`src/rtl/tc_pad_serdes.sv`:
```
// Pad-side serializer/deserializer.
// RX: assembles PAD_W-wide beats into CORE_IN_W-wide words and buffers them in a small FIFO.
// TX: captures a CORE_OUT_W-wide word and emits it as PAD_W-wide beats, LSB beat first.
// The two paths share only the clock and reset.
module tc_pad_serdes #(
  parameter int unsigned PAD_W      = 8,
  parameter int unsigned CORE_IN_W  = 69,
  parameter int unsigned CORE_OUT_W = 64,
  parameter int unsigned FIFO_DEPTH = 2
) (
  input  logic                  clk_i,
  input  logic                  reset_i,
  input  logic                  sync_i,
  input  logic                  pad_v_i,
  input  logic [PAD_W-1:0]      pad_data_i,
  output logic                  pad_ready_o,
  output logic                  core_v_o,
  output logic [CORE_IN_W-1:0]  core_data_o,
  input  logic                  core_yumi_i,
  input  logic                  core_v_i,
  input  logic [CORE_OUT_W-1:0] core_data_i,
  output logic                  core_ready_o,
  output logic                  pad_v_o,
  output logic [PAD_W-1:0]      pad_data_o,
  input  logic                  pad_yumi_i
);

  localparam int unsigned BEATS_IN  = (CORE_IN_W + PAD_W - 1) / PAD_W;
  localparam int unsigned BEATS_OUT = (CORE_OUT_W + PAD_W - 1) / PAD_W;
  localparam int unsigned RX_CNT_W  = (BEATS_IN > 1) ? $clog2(BEATS_IN) : 1;
  localparam int unsigned TX_CNT_W  = (BEATS_OUT > 1) ? $clog2(BEATS_OUT) : 1;
  localparam int unsigned PTR_W     = (FIFO_DEPTH > 1) ? $clog2(FIFO_DEPTH) : 1;
  localparam int unsigned CNT_W     = $clog2(FIFO_DEPTH + 1);
  localparam int unsigned TX_EXT_W  = BEATS_OUT * PAD_W;

  localparam logic [RX_CNT_W-1:0] RX_LAST  = RX_CNT_W'(BEATS_IN - 1);
  localparam logic [TX_CNT_W-1:0] TX_LAST  = TX_CNT_W'(BEATS_OUT - 1);
  localparam logic [PTR_W-1:0]    PTR_LAST = PTR_W'(FIFO_DEPTH - 1);
  localparam logic [CNT_W-1:0]    CNT_FULL = CNT_W'(FIFO_DEPTH);

  localparam logic [0:0] StIdle = 1'b0;
  localparam logic [0:0] StSend = 1'b1;

  // ---------------------------------------------------------------- RX path
  logic [RX_CNT_W-1:0]  rx_cnt_q;
  logic [CORE_IN_W-1:0] asm_q;
  logic [CORE_IN_W-1:0] beat_word;
  logic                 rx_accept;
  logic                 push;
  logic                 pop;

  logic [CORE_IN_W-1:0] mem_q [FIFO_DEPTH];
  logic [PTR_W-1:0]     wr_ptr_q;
  logic [PTR_W-1:0]     rd_ptr_q;
  logic [CNT_W-1:0]     count_q;

  function automatic logic [PTR_W-1:0] ptr_inc(input logic [PTR_W-1:0] p);
    return (p == PTR_LAST) ? '0 : p + PTR_W'(1);
  endfunction

  // Last beat may only land when the FIFO has room; registered state only.
  assign pad_ready_o = (rx_cnt_q != RX_LAST) | (count_q < CNT_FULL);
  assign rx_accept   = pad_v_i & pad_ready_o & ~sync_i;
  assign push        = rx_accept & (rx_cnt_q == RX_LAST);
  assign pop         = core_yumi_i & (count_q != '0);
  assign core_v_o    = (count_q != '0);
  assign core_data_o = mem_q[rd_ptr_q];

  // Merge the incoming beat into its slot; bits past CORE_IN_W are dropped.
  always_comb begin
    beat_word = asm_q;
    for (int unsigned i = 0; i < CORE_IN_W; i++) begin
      if (rx_cnt_q == RX_CNT_W'(i / PAD_W)) beat_word[i] = pad_data_i[i % PAD_W];
    end
  end

  // Beat counter and partial-word register; sync discards the partial word.
  always_ff @(posedge clk_i or posedge reset_i) begin
    if (reset_i) begin
      rx_cnt_q <= '0;
      asm_q    <= '0;
    end else if (sync_i) begin
      rx_cnt_q <= '0;
      asm_q    <= '0;
    end else if (rx_accept) begin
      if (push) begin
        rx_cnt_q <= '0;
        asm_q    <= '0;
      end else begin
        rx_cnt_q <= rx_cnt_q + RX_CNT_W'(1);
        asm_q    <= beat_word;
      end
    end
  end

  // Receive FIFO: circular buffer with occupancy count.
  always_ff @(posedge clk_i or posedge reset_i) begin
    if (reset_i) begin
      for (int unsigned i = 0; i < FIFO_DEPTH; i++) mem_q[i] <= '0;
      wr_ptr_q <= '0;
      rd_ptr_q <= '0;
      count_q  <= '0;
    end else begin
      if (push) begin
        mem_q[wr_ptr_q] <= beat_word;
        wr_ptr_q        <= ptr_inc(wr_ptr_q);
      end
      if (pop) rd_ptr_q <= ptr_inc(rd_ptr_q);
      if (push && !pop) begin
        count_q <= count_q + CNT_W'(1);
      end else if (pop && !push) begin
        count_q <= count_q - CNT_W'(1);
      end
    end
  end

  // ---------------------------------------------------------------- TX path
  logic [0:0]            state_q;
  logic [TX_CNT_W-1:0]   tx_cnt_q;
  logic [CORE_OUT_W-1:0] tx_data_q;
  logic [TX_EXT_W-1:0]   tx_ext;
  logic                  tx_accept;

  assign core_ready_o = (state_q == StIdle);
  assign pad_v_o      = (state_q == StSend);
  assign tx_accept    = core_v_i & core_ready_o;

  // Zero-extend the captured word so the final beat reads 0 above CORE_OUT_W.
  always_comb begin
    tx_ext                   = '0;
    tx_ext[CORE_OUT_W-1:0]   = tx_data_q;
    pad_data_o               = '0;
    if (state_q == StSend) pad_data_o = tx_ext[tx_cnt_q * PAD_W +: PAD_W];
  end

  // TX state, beat index and capture register.
  always_ff @(posedge clk_i or posedge reset_i) begin
    if (reset_i) begin
      state_q   <= StIdle;
      tx_cnt_q  <= '0;
      tx_data_q <= '0;
    end else if (tx_accept) begin
      state_q   <= StSend;
      tx_cnt_q  <= '0;
      tx_data_q <= core_data_i;
    end else if ((state_q == StSend) && pad_yumi_i) begin
      if (tx_cnt_q == TX_LAST) begin
        state_q  <= StIdle;
        tx_cnt_q <= '0;
      end else begin
        tx_cnt_q <= tx_cnt_q + TX_CNT_W'(1);
      end
    end
  end

endmodule

```
`config.mk`:
```
export PLATFORM = sky130hd
export DESIGN_NAME = tc_pad_serdes
export DESIGN_NICKNAME = d
export VERILOG_FILES = /design/src/rtl/tc_pad_serdes.sv
export SDC_FILE = /design/constraint.sdc
export NUM_CORES = 1
export LEC_CHECK = 0
export ABC_AREA = 1
export BUFFER_PORTS_ARGS = -buffer_cell sky130_fd_sc_hd__buf_4
export CAP_MARGIN = 20
export CELL_PAD_IN_SITES_DETAIL_PLACEMENT = 1
export CELL_PAD_IN_SITES_GLOBAL_PLACEMENT = 1
export CORE_MARGIN = 5
export CORE_UTILIZATION = 40
export DETAILED_ROUTE_END_ITERATION = 10
export GPL_ROUTABILITY_DRIVEN = 0
export PLACE_DENSITY = 0.77
export SYNTH_ARGS = -nofsm -noshare
export SYNTH_HDL_FRONTEND = slang
export SYNTH_SLANG_ARGS = --single-unit
export TNS_END_PERCENT = 50
```
`constraint.sdc`:
```
create_clock -name clk_i -period 8.5 [get_ports clk_i]
set_clock_uncertainty 0.2 [all_clocks]
set_input_delay 1.275 -clock clk_i [delete_from_list [all_inputs] [get_ports clk_i]]
set_output_delay 1.275 -clock clk_i [all_outputs]
set_load 0.005 [all_outputs]
```
==> Yosys cells after proc, flatten, opt, wreduce, memory -nomap -nowiden <==
Index checks and enable logic that the tools add are counted.
{ "word_totals": {"ff_bits": 283, "in_bits": 79, "output_inout_bits": 81, "elab_cells": 146} }
{ "op_classes": {"addsub": 6, "magnitude_cmp": 4, "eq_ne": 10, "shift": 1, "muxes": 92, "bitwise": 10, "n_reduce_logical": 13} }
{ "op_table": {"columns": ["cell", "n"], "rows": [
  ["$mux W69", 7],
  ["$bwmux W138", 1],
  ["$mux W1", 74],
  ["$demux W69 S1", 1],
  ["$shiftx A64 B7 Y8", 1],
  ["$eq A4 B3 Y1 const B", 4],
  ["$mux W4", 3],
  ["$reduce_bool A2 Y1", 5],
  ["$mux W3", 3],
  ["$eq A4 B2 Y1 const B", 2],
  ["$mux W8", 1],
  ["$and A1 B1 Y1", 5],
  ["$add A4 B1 Y4 const B", 1],
  ["$eq A4 B1 Y1 const B", 1],
  ["$eq A4 B4 Y1 const B", 1],
  ["$ge A2 B2 Y1 const B", 2],
  ["$logic_and A1 B1 Y1", 4],
  ["$logic_not A4 Y1", 1],
  ["$mux W2", 2],
  ["$ne A4 B4 Y1 const B", 1],
  ["$not A1 Y2", 2],
  ["$add A3 B1 Y3 const B", 1],
  ["$eq A3 B3 Y1 const B", 1],
  ["$add A1 B1 Y1 const B", 2],
  ["other kinds (8)", 10]
]} }

==> Logic depth before layout (Yosys ltp) <==
Gate-level depths: netlist of run 1.
{ "logic_depth": {"word_depth": 9, "mapped_depth": 11, "ltp_nobuf": 10} }

==> Least setup slack after synthesis of run 1 <==
OpenSTA, ideal clock, no wires.
{ "synth_path": {"path_kind": "register to output", "startpoint": "register rd_ptr_q", "endpoint": "output port core_data_o[57]", "arrival_ns": 1.239, "setup_slack_ns": 5.786, "stages_incl_launch_ff": 6, "cell_sequence": "dfrtp_1 > clkbuf_1 > buf_2 > clkbuf_1 > nand2_1 > o21ai_0"} }
{ "synth_between": {"elab_chain_len": 4} }
{ "synth_rtl": {"columns": ["element", "line_no", "rtl"], "rows": [
  ["start: declaration", "54", "logic [PTR_W-1:0] rd_ptr_q;"],
  ["start signal: assignment", "108", "if (pop) rd_ptr_q <= ptr_inc(rd_ptr_q);"],
  ["$not A1 Y2 (implied by the code)", "67", "assign core_data_o = mem_q[rd_ptr_q];"],
  ["$mux W69 (implied by the code) (3 in series)", "67", null],
  ["end: declaration", "18", "output logic [CORE_IN_W-1:0] core_data_o,"]
]} }
Every way passes these cells. The select of a mux whose other input is x is not followed.

==> Final worst setup path of run 1 <==
{ "layout_path": {"startpoint": "register rd_ptr_q", "endpoint": "output port core_data_o[38]"} }
Same word-level chain as after synthesis.

==> results of run 1 <==
## sequential cells by signal (all words and copies together) (netlist names)
register and flops:
mem_q 138, asm_q 69, tx_data_q 64, rx_cnt_q 4, tx_cnt_q 3, count_q 2, pad_v_o 1, rd_ptr_q 1
wr_ptr_q 1
## worst max-delay path: cells and delay by family, from the launching register on
family                 cells  cell delay, ps
flip-flops                 1             870
buffers and inverters      2             970
AO/OA/AOI/OAI              1             390
## cell type report
class | count | area [um2]
Inverter | 260 | 982.2
Clock buffer | 56 | 1107
Clock inverter | 6 | 57.56
Timing Repair Buffer | 175 | 1394
Tap cell | 468 | 585.6
Fill cell | 4471 | 19270
Sequential cell | 283 | 7089
Multi-Input combinational cell | 1236 | 6208
## routing by layer
layer / up-vias / part of all wire [%] / track usage (%)
li1: 6289 / - / -
met5: - / 0 / 0
met2: 242 / 49 / 37.23
met4: 0 / 1.9 / 4.534
met1: 6631 / 46 / 29.83
met3: 67 / 3.9 / 3.226
## report_power, final
part           leakage (nW)  internal (mW)  total, mW  switching, mW
sequential             3.03           1.52       1.69          0.164
clock                 0.574          0.920       1.50          0.584
combinational          4.91          0.582       1.29          0.709
total                  8.51           3.02       4.48           1.46
## Yosys cell counts (all sizes together)
| library cell | instances | share of area (%) |
|---|---|---|
| a21oi | 33 | 1.1 |
| o21bai | 138 | 7.0 |
| inv | 260 | 6.5 |
| xor2 | 3 | 0.18 |
| nor2 | 129 | 3.3 |
| nand4 | 3 | 0.17 |
| dfrtp | 283 | 48 |
| mux2 | 32 | 2.4 |
| clkbuf | 91 | 2.3 |
| buf | 57 | 2.1 |
| xnor2 | 2 | 0.12 |
| nand3 | 243 | 8.2 |
| o21ai | 274 | 9.2 |
| ha | 7 | 0.59 |
| nand2 | 372 | 9.4 |
## worst max path at each step
stage | slack, ps | startpoint | to
5_1_grt | 4070 | rd_ptr_q$_DFFE_PP0P_ | core_data_o[38]
2_1_floorplan | 3280 | reset_i | asm_q[0]$_DFFE_PP0P_
4_1_cts | 3760 | tx_cnt_q[0]$_DFFE_PP0P_ | pad_data_o[7]
3_3_place_gp | 4200 | pad_v_i | count_q[1]$_DFFE_PP0P_
6_report | 4210 | rd_ptr_q$_DFFE_PP0P_ | core_data_o[38]
3_5_place_dp | 4200 | pad_v_i | count_q[1]$_DFFE_PP0P_
## stage by stage
step / instance area [um2] / instances / utilization [%] / worst slack [ps] / hold WS (ps)
after detailed placement: 16160 / 2418 / 44.04 / 4199 / 284.0
after floorplan: 14900 / 1927 / - / 3276 / 245.8
final: 17420 / 2484 / 47.48 / 4205 / 292.9
after global placement: 16160 / 2418 / 44.04 / 4203 / 266.3
after global routing: 17420 / 2484 / 47.48 / 4065 / 304.0
after CTS: 17330 / 2480 / 47.21 / 3755 / 291.9
## kinds of logic after synthesis
logic type	Yosys count	synth area share (%)
simple gates	747	21.00
compound gates	445	17.26
buf+inv	408	10.91
flops	283	47.53
mux	32	2.418
fa+ha+maj	7	0.5878
xor+xnor	5	0.2939
==> impl_metrics.ini, run 1 <==
[outcome]
outcome = finished, final reports clean

[flow_run]
drv_cap = 0

[timing]
slew_violations = 0
max_clock_freq_mhz = 232.8
rsz0062_at_grt = false
finalSetupViolCount = 0
min_period_ps = 4295
period_share_pct = 50.53
finalHoldViolCount = 0
tns_ps = 0
tightestPinTransition_ps = 1033
maxSlewHeadroom_pct = 30.97

[synthesis]
syn_nets = 2013
netlist_area_um2 = 14900
synthCells = 1927
ys_warn_count = 0
seq_area_frac_synth_pct = 47.53
ys_types = 22
avgSynthCellArea_um2 = 7.733
synth-seq-cells = 283

[clocking]
ctsHoldBuffers = 0
htreeDepth = 2
post_cts_buffers = 0
cts_inserted_buffers = 34
cts-root-buf = clkbuf_16
clk_pin_slew_ps = 60
clkLatencyLatePin_ps = 520
cts_buffer_depth = 3
cts_resized = 0
cts_tree = done
cts_sinks = 283

[floorplanning]
dieHeight_um = 203.0
ios = 160
std_cell_rows = 70
die_x_um = 203.0
initial_utilization_pct = 40.60
dieArea_um2 = 41210
core_area_um2 = 36700

[route]
vias = 13229
drtPass1Iterations = 5
routed_wl_mm = 45.74
post_drt_via_cell_ratio = 5.326
drc = 0
drtIter0Drc = 874
ant_nets = 0
routedWlPerCell_um = 18.41

[setup_path]
cp_cell_sequence = buf_4 > o21ai_0 > buf_4
timing.reg2reg.setup_slack_ps = 4670
rr_worst_depth = 12
reg2reg_to = count_q[1]$_DFFE_PP0P_
endpoint_kind = primary output
required_ps = 7030
cp_common_cell = buf_4
cp.arrival_ps = 2820
slowest_stage = dfrtp_4
r2r-start = rx_cnt_q[0]$_DFFE_PP0P_
critPathMaxStageDelay_ps = 870
start_kind = flop
worstSetupPathType = flop to primary output
cp_max_fo = 73

[final_layout]
area_growth_pct = 16.94
finalNetCount = 2076
mostFrequentLayoutCell = nand2_1
antenna_cells = 0
most-common-layout-cells = nand2_1 (370), dfrtp_1 (281), inv_1 (256)
drive_gt1_share_pct = 13.54

[grt]
grt_pass1_vias = 13909
grt_max_degree = 160
grt_antenna_before_repair = 0
grt_pass1_wl_mm = 74.43
gr-total-overflow = 0
grt_usage_pct = 21.85

[placed_design]
hpwl_mm = 27.92
io_buffers = 159

[pwr]
powerDensity_nw_per_um2 = 257.1
ir_worst_vdd_uv = 113.9
p_leak_nw = 8.514
power_mw = 4.480

[min_path]
min_path_type = flop to flop
hold-path-endpoint = count_q[0]$_DFFE_PP0P_
whs_path_depth = 1
worstHoldStart = count_q[0]$_DFFE_PP0P_
Power figures use the tool's default switching activity.
==> run 2, diff against run 1 <==
clock period = 3.4 ns   (was 8.5 ns; I/O delays follow)
==> impl_metrics.ini, run 2 (same netlist as run 1, synthesis figures left out) <==
[placed_design]
hpwl_mm = 28.78
dp_slack_ps = 860.1
placed_area_um2 = 16400
dpl.cell_count = 2436
io_buffers = 159

[floorplanning]
ios = 160
std_cell_rows = 70
core_area_um2 = 36700
dieHeight_um = 203.0
initial_utilization_pct = 40.60
dieArea_um2 = 41210
die_x_um = 203.0

[min_path]
min_path_type = primary input to flop
hold-path-endpoint = tx_data_q[17]$_DFFE_PP0P_
worstHoldStart = core_data_i[17]
whs_path_depth = 2

[setup_path]
timing.reg2reg.setup_slack_ps = 780
rr_worst_depth = 9
start_kind = flop
worstSetupPathType = flop to primary output
r2r-start = rx_cnt_q[0]$_DFFE_PP0P_
endpoint_kind = primary output
reg2reg_to = mem_q[109]$_DFFE_PP0P_
required_ps = 2690
cp_max_fo = 18
cp.arrival_ps = 2260

[grt]
grt_usage_pct = 22.24
grt_pass1_wl_mm = 75.28
grt_max_degree = 121
gr-total-overflow = 0
grt_antenna_before_repair = 2
grt_pass1_vias = 14137

[final_layout]
finalNetCount = 2097
final_area_um2 = 17590
largest_reg_flops = 138
mostFrequentLayoutCell = nand2_1
regMostFlops = mem_q
most-common-layout-cells = nand2_1 (370), dfrtp_1 (281), inv_1 (256)
area_growth_pct = 18.05
reg_top3 = mem_q (138), asm_q (69), tx_data_q (64)
drive_gt1_share_pct = 13.86
fill_cells = 4504
utilization_pct = 47.93
instances_no_fill = 2504

[clocking]
cts_sinks = 283
htreeDepth = 2
post_cts_buffers = 0
cts_buffer_depth = 3
clkLatencyLatePin_ps = 530
cts_inserted_buffers = 34
cts_tree = done
clk_pin_slew_ps = 60
cts-root-buf = clkbuf_16

[route]
vias = 13189
routedWlPerCell_um = 18.34
post_drt_via_cell_ratio = 5.267
drtIter0Drc = 623
drc = 0
routed_wl_mm = 45.93
ant_nets = 0
drtPass1Iterations = 4

[timing]
max_clock_freq_mhz = 336.8
rsz0062_at_grt = false
finalSetupViolCount = 0
finalHoldViolCount = 0
slew_violations = 0
tns_ps = 0
min_period_ps = 2969
layout_setup_ws_ps = 431.1
tightestPinTransition_ps = 958.7
period_share_pct = 87.32
maxSlewHeadroom_pct = 35.93
holdWs_ps = 23.66

[outcome]
outcome = finished, final reports clean

[pwr]
powerDensity_nw_per_um2 = 630.6
p_leak_nw = 8.592
power_mw = 11.09
ir_worst_vdd_uv = 384.4

[flow_run]
drv_cap = 0
## run 2: worst max path at each step
stage | startpoint | to | slack, ps | cells after the start
finish | tx_cnt_q[0]$_DFFE_PP0P_ | pad_data_o[2] | 430 | 8
global route | tx_cnt_q[0]$_DFFE_PP0P_ | pad_data_o[2] | 290 | 8
CTS | tx_cnt_q[0]$_DFFE_PP0P_ | pad_data_o[2] | 370 | 8
detailed placement | rx_cnt_q[0]$_DFFE_PP0P_ | mem_q[58]$_DFFE_PP0P_ | 860 | 9
global placement | rx_cnt_q[2]$_DFFE_PP0P_ | mem_q[90]$_DFFE_PP0P_ | 980 | 5
floorplan | reset_i | asm_q[0]$_DFFE_PP0P_ | -1060 | 1
## run 2: layer usage
layer	part of all wire, %	track usage [%]
met5	0.041	0
met3	3.8	3.370
met2	49	38.80
met4	2.4	5.917
met1	45	28.97
## run 2: final cells by class
cell class | count | area, um2 | share of cell area (%)
diodes | 1 | 2.502 | 0.01423
clock buffers | 55 | 1041 | 5.918
clock inverters | 5 | 78.83 | 0.4481
inverters | 260 | 982.2 | 5.584
multi-input cells | 1236 | 6208 | 35.30
flip-flops and latches | 283 | 7089 | 40.30
well taps | 468 | 585.6 | 3.329
repair buffers | 196 | 1602 | 9.105
## run 2: what timing repair did
item / CTS / global route
endpoints found under the hold margin: 19 / 0
hold buffers: 7 / 0
resized for setup: 0 / 0
## run 2: where the power goes
group / internal [mW] / switching (mW) / leakage (nW)
sequential: 3.81 / 0.207 / 3.03
combinational: 1.47 / 1.92 / 5.01
clock: 2.24 / 1.45 / 0.550
total: 7.51 / 3.58 / 8.59
## run 2: worst max-delay path, stage by stage, from the launching register on
cell and delay (ps):
dfrtp_1 380, inv_1 470, buf_4 330, nand2_1 90
nand3_1 100, nand3_1 80, nand2_1 90, nor2_1 60
buf_4 130
